[config.mk]
export PLATFORM = sky130hd
export DESIGN_NAME = ped_request_ctrl_flat
export DESIGN_NICKNAME = d
export VERILOG_FILES = /design/src/rtl/ped_request_ctrl_if.sv /design/src/rtl/ped_request_ctrl.sv /design/src/flat_wrapper.sv
export SDC_FILE = /design/constraint.sdc
export NUM_CORES = 1
export LEC_CHECK = 0
export ABC_CLOCK_PERIOD_IN_PS = 2700
export CORE_UTILIZATION = 61
export CTS_CLUSTER_DIAMETER = 120
export DETAILED_ROUTE_END_ITERATION = 10
export MAX_ROUTING_LAYER = met4
export PLACE_DENSITY = 0.8
export REMOVE_ABC_BUFFERS = 1
export SYNTH_ARGS = -nofsm -noshare
export SYNTH_HDL_FRONTEND = slang
export SYNTH_SLANG_ARGS = --single-unit
[constraint.sdc]
create_clock -name clk -period 2.7 [get_ports clk]
set_clock_uncertainty 0.05 [all_clocks]
set_input_delay 0.27 -clock clk [delete_from_list [all_inputs] [get_ports clk]]
set_output_delay 0.27 -clock clk [all_outputs]
set_load 0.03 [all_outputs]
[src/rtl/ped_request_ctrl_if.sv]
// rtl/ped_request_ctrl_if.sv - button/light-FSM signal bundle for the pedestrian request controller
interface ped_request_ctrl_if;
   logic       btn_n;
   logic       red_active;
   logic       ped_req;
   logic       walk;
   logic       wait_led;
   logic [7:0] req_count;

   modport master (
      output btn_n,
      output red_active,
      input  ped_req,
      input  walk,
      input  wait_led,
      input  req_count
   );

   modport slave (
      input  btn_n,
      input  red_active,
      output ped_req,
      output walk,
      output wait_led,
      output req_count
   );
endinterface

[src/rtl/ped_request_ctrl.sv]
// rtl/ped_request_ctrl.sv - pedestrian button sync/debounce, request latch and WALK/cooldown sequencer
module ped_request_ctrl #(
   parameter int unsigned DEBOUNCE_CYCLES = 540000,
   parameter int unsigned WALK_CYCLES     = 135000000,
   parameter int unsigned COOLDOWN_CYCLES = 54000000,
   parameter int          CNT_W           = 32
) (
   input  logic              clk,
   input  logic              rst,
   ped_request_ctrl_if.slave bus
);

   typedef enum logic [1:0] {
      ST_IDLE,
      ST_PENDING,
      ST_WALK,
      ST_COOLDOWN
   } state_t;

   localparam logic [CNT_W-1:0] DB_LAST   = CNT_W'(DEBOUNCE_CYCLES - 1);
   localparam logic [CNT_W-1:0] WALK_LAST = CNT_W'(WALK_CYCLES - 1);
   localparam logic [CNT_W-1:0] CD_LAST   = CNT_W'(COOLDOWN_CYCLES - 1);
   localparam logic [CNT_W-1:0] ONE       = CNT_W'(1);

   logic             sync1;
   logic             sync2;
   logic             pressed;
   logic             btn_stable;
   logic             stable_q;
   logic             press;
   logic [CNT_W-1:0] db_cnt;
   logic             red_q;
   logic             red_rise;

   state_t           state_q;
   state_t           state_d;
   logic [CNT_W-1:0] timer_q;
   logic [CNT_W-1:0] timer_d;
   logic             pend_q;
   logic             pend_d;
   logic [7:0]       cnt_q;
   logic [7:0]       cnt_d;
   logic             ped_req_q;
   logic             ped_req_d;
   logic             walk_q;
   logic             walk_d;

   assign pressed  = ~sync2;
   assign press    = btn_stable & ~stable_q;
   assign red_rise = bus.red_active & ~red_q;

   // Synchroniser idles at 1 so a reset never looks like a held button.
   always_ff @(posedge clk or negedge rst) begin
      if (!rst) begin
         sync1      <= 1'b1;
         sync2      <= 1'b1;
         btn_stable <= 1'b0;
         stable_q   <= 1'b0;
         db_cnt     <= '0;
         red_q      <= 1'b0;
      end else begin
         sync1    <= bus.btn_n;
         sync2    <= sync1;
         stable_q <= btn_stable;
         red_q    <= bus.red_active;
         if (pressed == btn_stable) begin
            db_cnt <= '0;
         end else if (db_cnt == DB_LAST) begin
            btn_stable <= pressed;
            db_cnt     <= '0;
         end else begin
            db_cnt <= db_cnt + ONE;
         end
      end
   end

   always_ff @(posedge clk or negedge rst) begin
      if (!rst) begin
         state_q   <= ST_IDLE;
         timer_q   <= '0;
         pend_q    <= 1'b0;
         cnt_q     <= 8'd0;
         ped_req_q <= 1'b0;
         walk_q    <= 1'b0;
      end else begin
         state_q   <= state_d;
         timer_q   <= timer_d;
         pend_q    <= pend_d;
         cnt_q     <= cnt_d;
         ped_req_q <= ped_req_d;
         walk_q    <= walk_d;
      end
   end

   always_comb begin
      state_d = state_q;
      timer_d = timer_q;
      pend_d  = pend_q;
      cnt_d   = cnt_q;
      case (state_q)
         ST_IDLE: begin
            if (press) begin
               state_d = ST_PENDING;
            end
         end
         // Only a fresh rising edge of RED grants, so a RED already in progress is skipped.
         ST_PENDING: begin
            if (red_rise) begin
               state_d = ST_WALK;
               timer_d = '0;
               cnt_d   = cnt_q + 8'd1;
            end
         end
         ST_WALK: begin
            if (press) begin
               pend_d = 1'b1;
            end
            if ((timer_q == WALK_LAST) || !bus.red_active) begin
               state_d = ST_COOLDOWN;
               timer_d = '0;
            end else begin
               timer_d = timer_q + ONE;
            end
         end
         ST_COOLDOWN: begin
            if (timer_q == CD_LAST) begin
               state_d = (pend_q || press) ? ST_PENDING : ST_IDLE;
               pend_d  = 1'b0;
               timer_d = '0;
            end else begin
               timer_d = timer_q + ONE;
               if (press) begin
                  pend_d = 1'b1;
               end
            end
         end
         default: begin
            state_d = ST_IDLE;
            timer_d = '0;
            pend_d  = 1'b0;
         end
      endcase
      ped_req_d = (state_d == ST_PENDING) || ((state_d == ST_COOLDOWN) && pend_d);
      walk_d    = (state_d == ST_WALK);
   end

   assign bus.ped_req   = ped_req_q;
   assign bus.wait_led  = ped_req_q;
   assign bus.walk      = walk_q;
   assign bus.req_count = cnt_q;

endmodule
[src/flat_wrapper.sv]
// flat-port wrapper written by rule: the top's interface ports become plain ports
module ped_request_ctrl_flat 
#(
   parameter int unsigned DEBOUNCE_CYCLES = 540000,
   parameter int unsigned WALK_CYCLES     = 135000000,
   parameter int unsigned COOLDOWN_CYCLES = 54000000,
   parameter int          CNT_W           = 32
)
  (clk, rst, bus_btn_n, bus_red_active, bus_ped_req, bus_walk, bus_wait_led, bus_req_count);
  ped_request_ctrl_if bus_i ();
  input  logic clk;
  input  logic rst;
  input wire logic [$bits(bus_i.btn_n)-1:0] bus_btn_n;
  input wire logic [$bits(bus_i.red_active)-1:0] bus_red_active;
  output wire logic [$bits(bus_i.ped_req)-1:0] bus_ped_req;
  output wire logic [$bits(bus_i.walk)-1:0] bus_walk;
  output wire logic [$bits(bus_i.wait_led)-1:0] bus_wait_led;
  output wire logic [$bits(bus_i.req_count)-1:0] bus_req_count;
  assign bus_i.btn_n = bus_btn_n;
  assign bus_i.red_active = bus_red_active;
  assign bus_ped_req = bus_i.ped_req;
  assign bus_walk = bus_i.walk;
  assign bus_wait_led = bus_i.wait_led;
  assign bus_req_count = bus_i.req_count;
  ped_request_ctrl #(.DEBOUNCE_CYCLES(DEBOUNCE_CYCLES), .WALK_CYCLES(WALK_CYCLES), .COOLDOWN_CYCLES(COOLDOWN_CYCLES), .CNT_W(CNT_W)) u_core (.clk(clk), .rst(rst), .bus(bus_i));
endmodule
==> key figures, run 1 <==
Critical path
  • RR Endpoint: u_core.db_cnt[26]
  • R2R Setup Slk: around 340 ps
  • Setup crit start: u_core.db_cnt[0]
  • Stages on worst setup path: 7
  • Nature of the critical path startpoint: flop
  • WS Path Type: reg2reg
  • Crit-path slowest cell: nor4_1
  • Critical Path Fanout Max: 5
  • Data arrival, critical path: 2530 ps
  • Critical path data required time: between 2000 and 3000 ps
  • Reg2reg start: u_core.db_cnt[0]
  • CP top delay family: simple AND/OR/NAND/NOR gates
  • Buffering stage count on the worst path with inverters included: 0
  • Worst Setup EP: u_core.db_cnt[26]
  • Worst r2r path cells: 7
  • Worst setup EP type: flop
  • Slowest Stage Delay on Critical Path: 620 ps
  • Crit path cell chain: ha_1 > nand4_1 > nor4_1 > and2_0 > nand3_1 > xor2_1 > nor2_1

CTS
  • Clock-pin slew on the worst setup and hold paths: 80 ps
  • Skew-Pair Late Insertion Delay: 350 ps
  • Postcts setup bufs: 0
  • CTS Buf Count: 9
  • CTS H-tree lvls: 3
  • CTS tree: done
  • Clock sink count: a little over 80
  • CTS Buffer Depth: 2
  • Root Driver: clkbuf_8
  • Cts hold-fix bufs: 0
  • Post_cts resized: 0

Yosys
  • Combinational family with the most area after synthesis: simple AND/OR/NAND/NOR gates
  • Avg Cell Area, Syn: 9.69 um^2
  • Synth Register Bits: 82
  • Post-synthesis async set-or-reset flop share: 1.00
  • Main synth FF type: dfrtp_1
  • Post-Synthesis Cell Area: 4230 um^2
  • Synth Area in XOR/XNOR: 0.0786
  • Adder-cell share of the synthesized area: 0.00887
  • Yosys Warn Count: 0
  • Compound-Gate Fraction of Synth Area: 0.106
  • Synth top area cells: dfrtp_1 47%, nor2_1 5.1%, xnor2_1 4.1%, xor2_1 3.7%, nand2_1 3.5%
  • Number of synthesized flops with an enable pin: 0
  • Unique masters post-synth: 48
  • Yosys top cell by area: dfrtp_1
  • Post-synth top area share: 0.473
  • Most frequent cell after synthesis: dfrtp_1
  • Register area share after synthesis: 0.485
  • Multiplexer area fraction after synthesis: 0.00532
  • Synth top cells by count: 80 x dfrtp_1, 57 x nor2_1, 39 x nand2_1
  • Mapped Cells: between 400 and 500
  • Post-Synth Simple-Gate Area: 0.284

STA
  • Final min period: 2360 ps
  • Pins Over Slew Limit: 0
  • Final Hold Vio Count: 0
  • Period utilisation layout: 0.873
  • Final setup vio count: 0
  • Worst-Margin Slew: 994 ps
  • Fmax: 424 MHz
  • RSZ-0062 raised after global routing: no
  • Sum Neg Setup Slack: 0 ps
  • Slew headroom: 0.338

Die
  • Rows: 29
  • Top Ports: 15
  • Die extent in x: 85.3 um
  • Starting Density: 0.648
  • Die Ht: 85.3 um
  • Die area: a little over 7000 um^2
  • Core area: ~6500 um^2

Detailed routing
  • Initial DRC count: ~240
  • Via/cell ratio: 6.21
  • # DRC: 0
  • Vias: 3293
  • Routed WL: between 8000 and 9000 um
  • Drt pass-1 iters: 5
  • Post-DR wirelength/cell: roughly 16 um
  • Final ANT Viol Nets: 0

Hold path
  • Min-Delay Path Class: in2async

Cells and area
  • Ratio of cells with drive above 1 in the final layout: 0.0751
  • Nets: 456
  • Layout Cells excl Fill: 530
  • Ant diodes: 0
  • Layout area overhead: 8.81%

Flow run
  • Max-Cap Viols: 0

GRT
  • Vias in the first global route: around 3200
  • GRT Util Overall: 0.267
  • First-pass GRT wire length: 14900 um
  • Overflow after GRT: 0
  • Initial antenna violation count: 0
  • Largest net degree at the start of global routing: 83

Placed design
  • PortBufs: 14
  • Placed insts: 515
  • DP HPWL: 5640 um
  • Routability congestion estimate: 0.902

Status
  • Status: finished, final reports clean

Power and ir drop
  • Leakage power: 0.00194 uW
  • Maximum vdd drop: 0.260 mV
  • Power per cell area: 480 nW/um^2
-- cell usage in the layout, fill, tap and decap left out, types with 4 or more instances in the layout --
cell              n
nand3_1          25
xnor2_1          20
nand2b_1         10
buf_4             5
and4_1            7
a22o_1            4
nor2_1           57
a221o_1           4
nor4b_1           5
clkbuf_8          9
xor2_1           18
o21ai_0           7
a31oi_1          21
clkdlybuf4s50_1  13
nor2b_1           4
nand4_1          14
nor3_1           11
and3_1           19
nand2_1          39
nor4_1            6
dfrtp_1          80
and2_1            6
inv_1             5
a21oi_1          21
-- logic make-up after synthesis --
| family | Yosys count |
|---|---|
| AOI/OAI and AO/OA | 70 |
| xor gates and xnor gates | 38 |
| adders and majority gates | 3 |
| buffers and inverters | 23 |
| DFF | 82 |
| muxes | 2 |
| and+or+nand+nor | 219 |
-- through the flow --
step                hold slack, ps  instance area [um^2]   util  power [uW]  setup slack (ps)
floorplan                    -75.6                  4120      -        1280              -338
global placement               300                  4400  0.674        1310               495
detailed placement             300                  4400  0.674        1310               396
CTS                           73.2                  4610  0.705        2240               392
global route                   117                  4610  0.705        2290               149
finish                        29.8                  4610  0.705        2210               342
-- state kept, by name, summed over array words and instances, names as in the netlist, 2 cells and up --
signal,count
u_core.bus.req_count,8
u_core.db_cnt,32
u_core.timer_q,32
u_core.state_q,2
-- worst register-to-register path, delay by kind of cell (launching register included) --
| family | cells | cell delay, ps |
|---|---|---|
| XOR/XNOR | 1 | 160 |
| AND/OR/NAND/NOR | 5 | 1400 |
| adder cells (fa/ha/maj) | 1 | 240 |
| flip-flops | 1 | 390 |
-- power breakdown --
part	internal, uW	total [uW]	switching, uW
Combinational	9.05	44.0	34.9
Clock	510	930	419
Sequential	1230	1240	4.74
-- worst min path at each step --
stage	from	end	slack (ps)
after global placement	u_core.sync1	u_core.sync2	300
final	rst	u_core.db_cnt[18]	30
after global routing	rst	u_core.db_cnt[18]	120
after floorplan	rst	u_core.btn_stable	-80
after CTS	rst	u_core.db_cnt[21]	70
after detailed placement	u_core.sync1	u_core.sync2	300
-- routing by layer --
metal,wire (um),GRT usage,part of all wire
met1,3900,0.365,0.47
met4,133,0.0955,0.016
met3,395,0.0525,0.047
met5,0,-,0
met2,3890,0.399,0.47
-- area by class of cell --
type / count / area, um^2
sequential: 82 / 2050
multi-input combinational: 332 / 2040
fill: 493 / 1930
timing repair buffer: 19 / 188
clock buffer: 9 / 124
tap: 77 / 96.3
clock inverter: 6 / 82.6
inverter: 5 / 18.8
No activity file was read; power rests on OpenSTA's default activity.
==> inputs of run 2 (changes only) <==
- CORE_MARGIN: not set -> 1
==> results of run 2 <==
No change in the layout: final DEF, timing and power equal those of run 1.
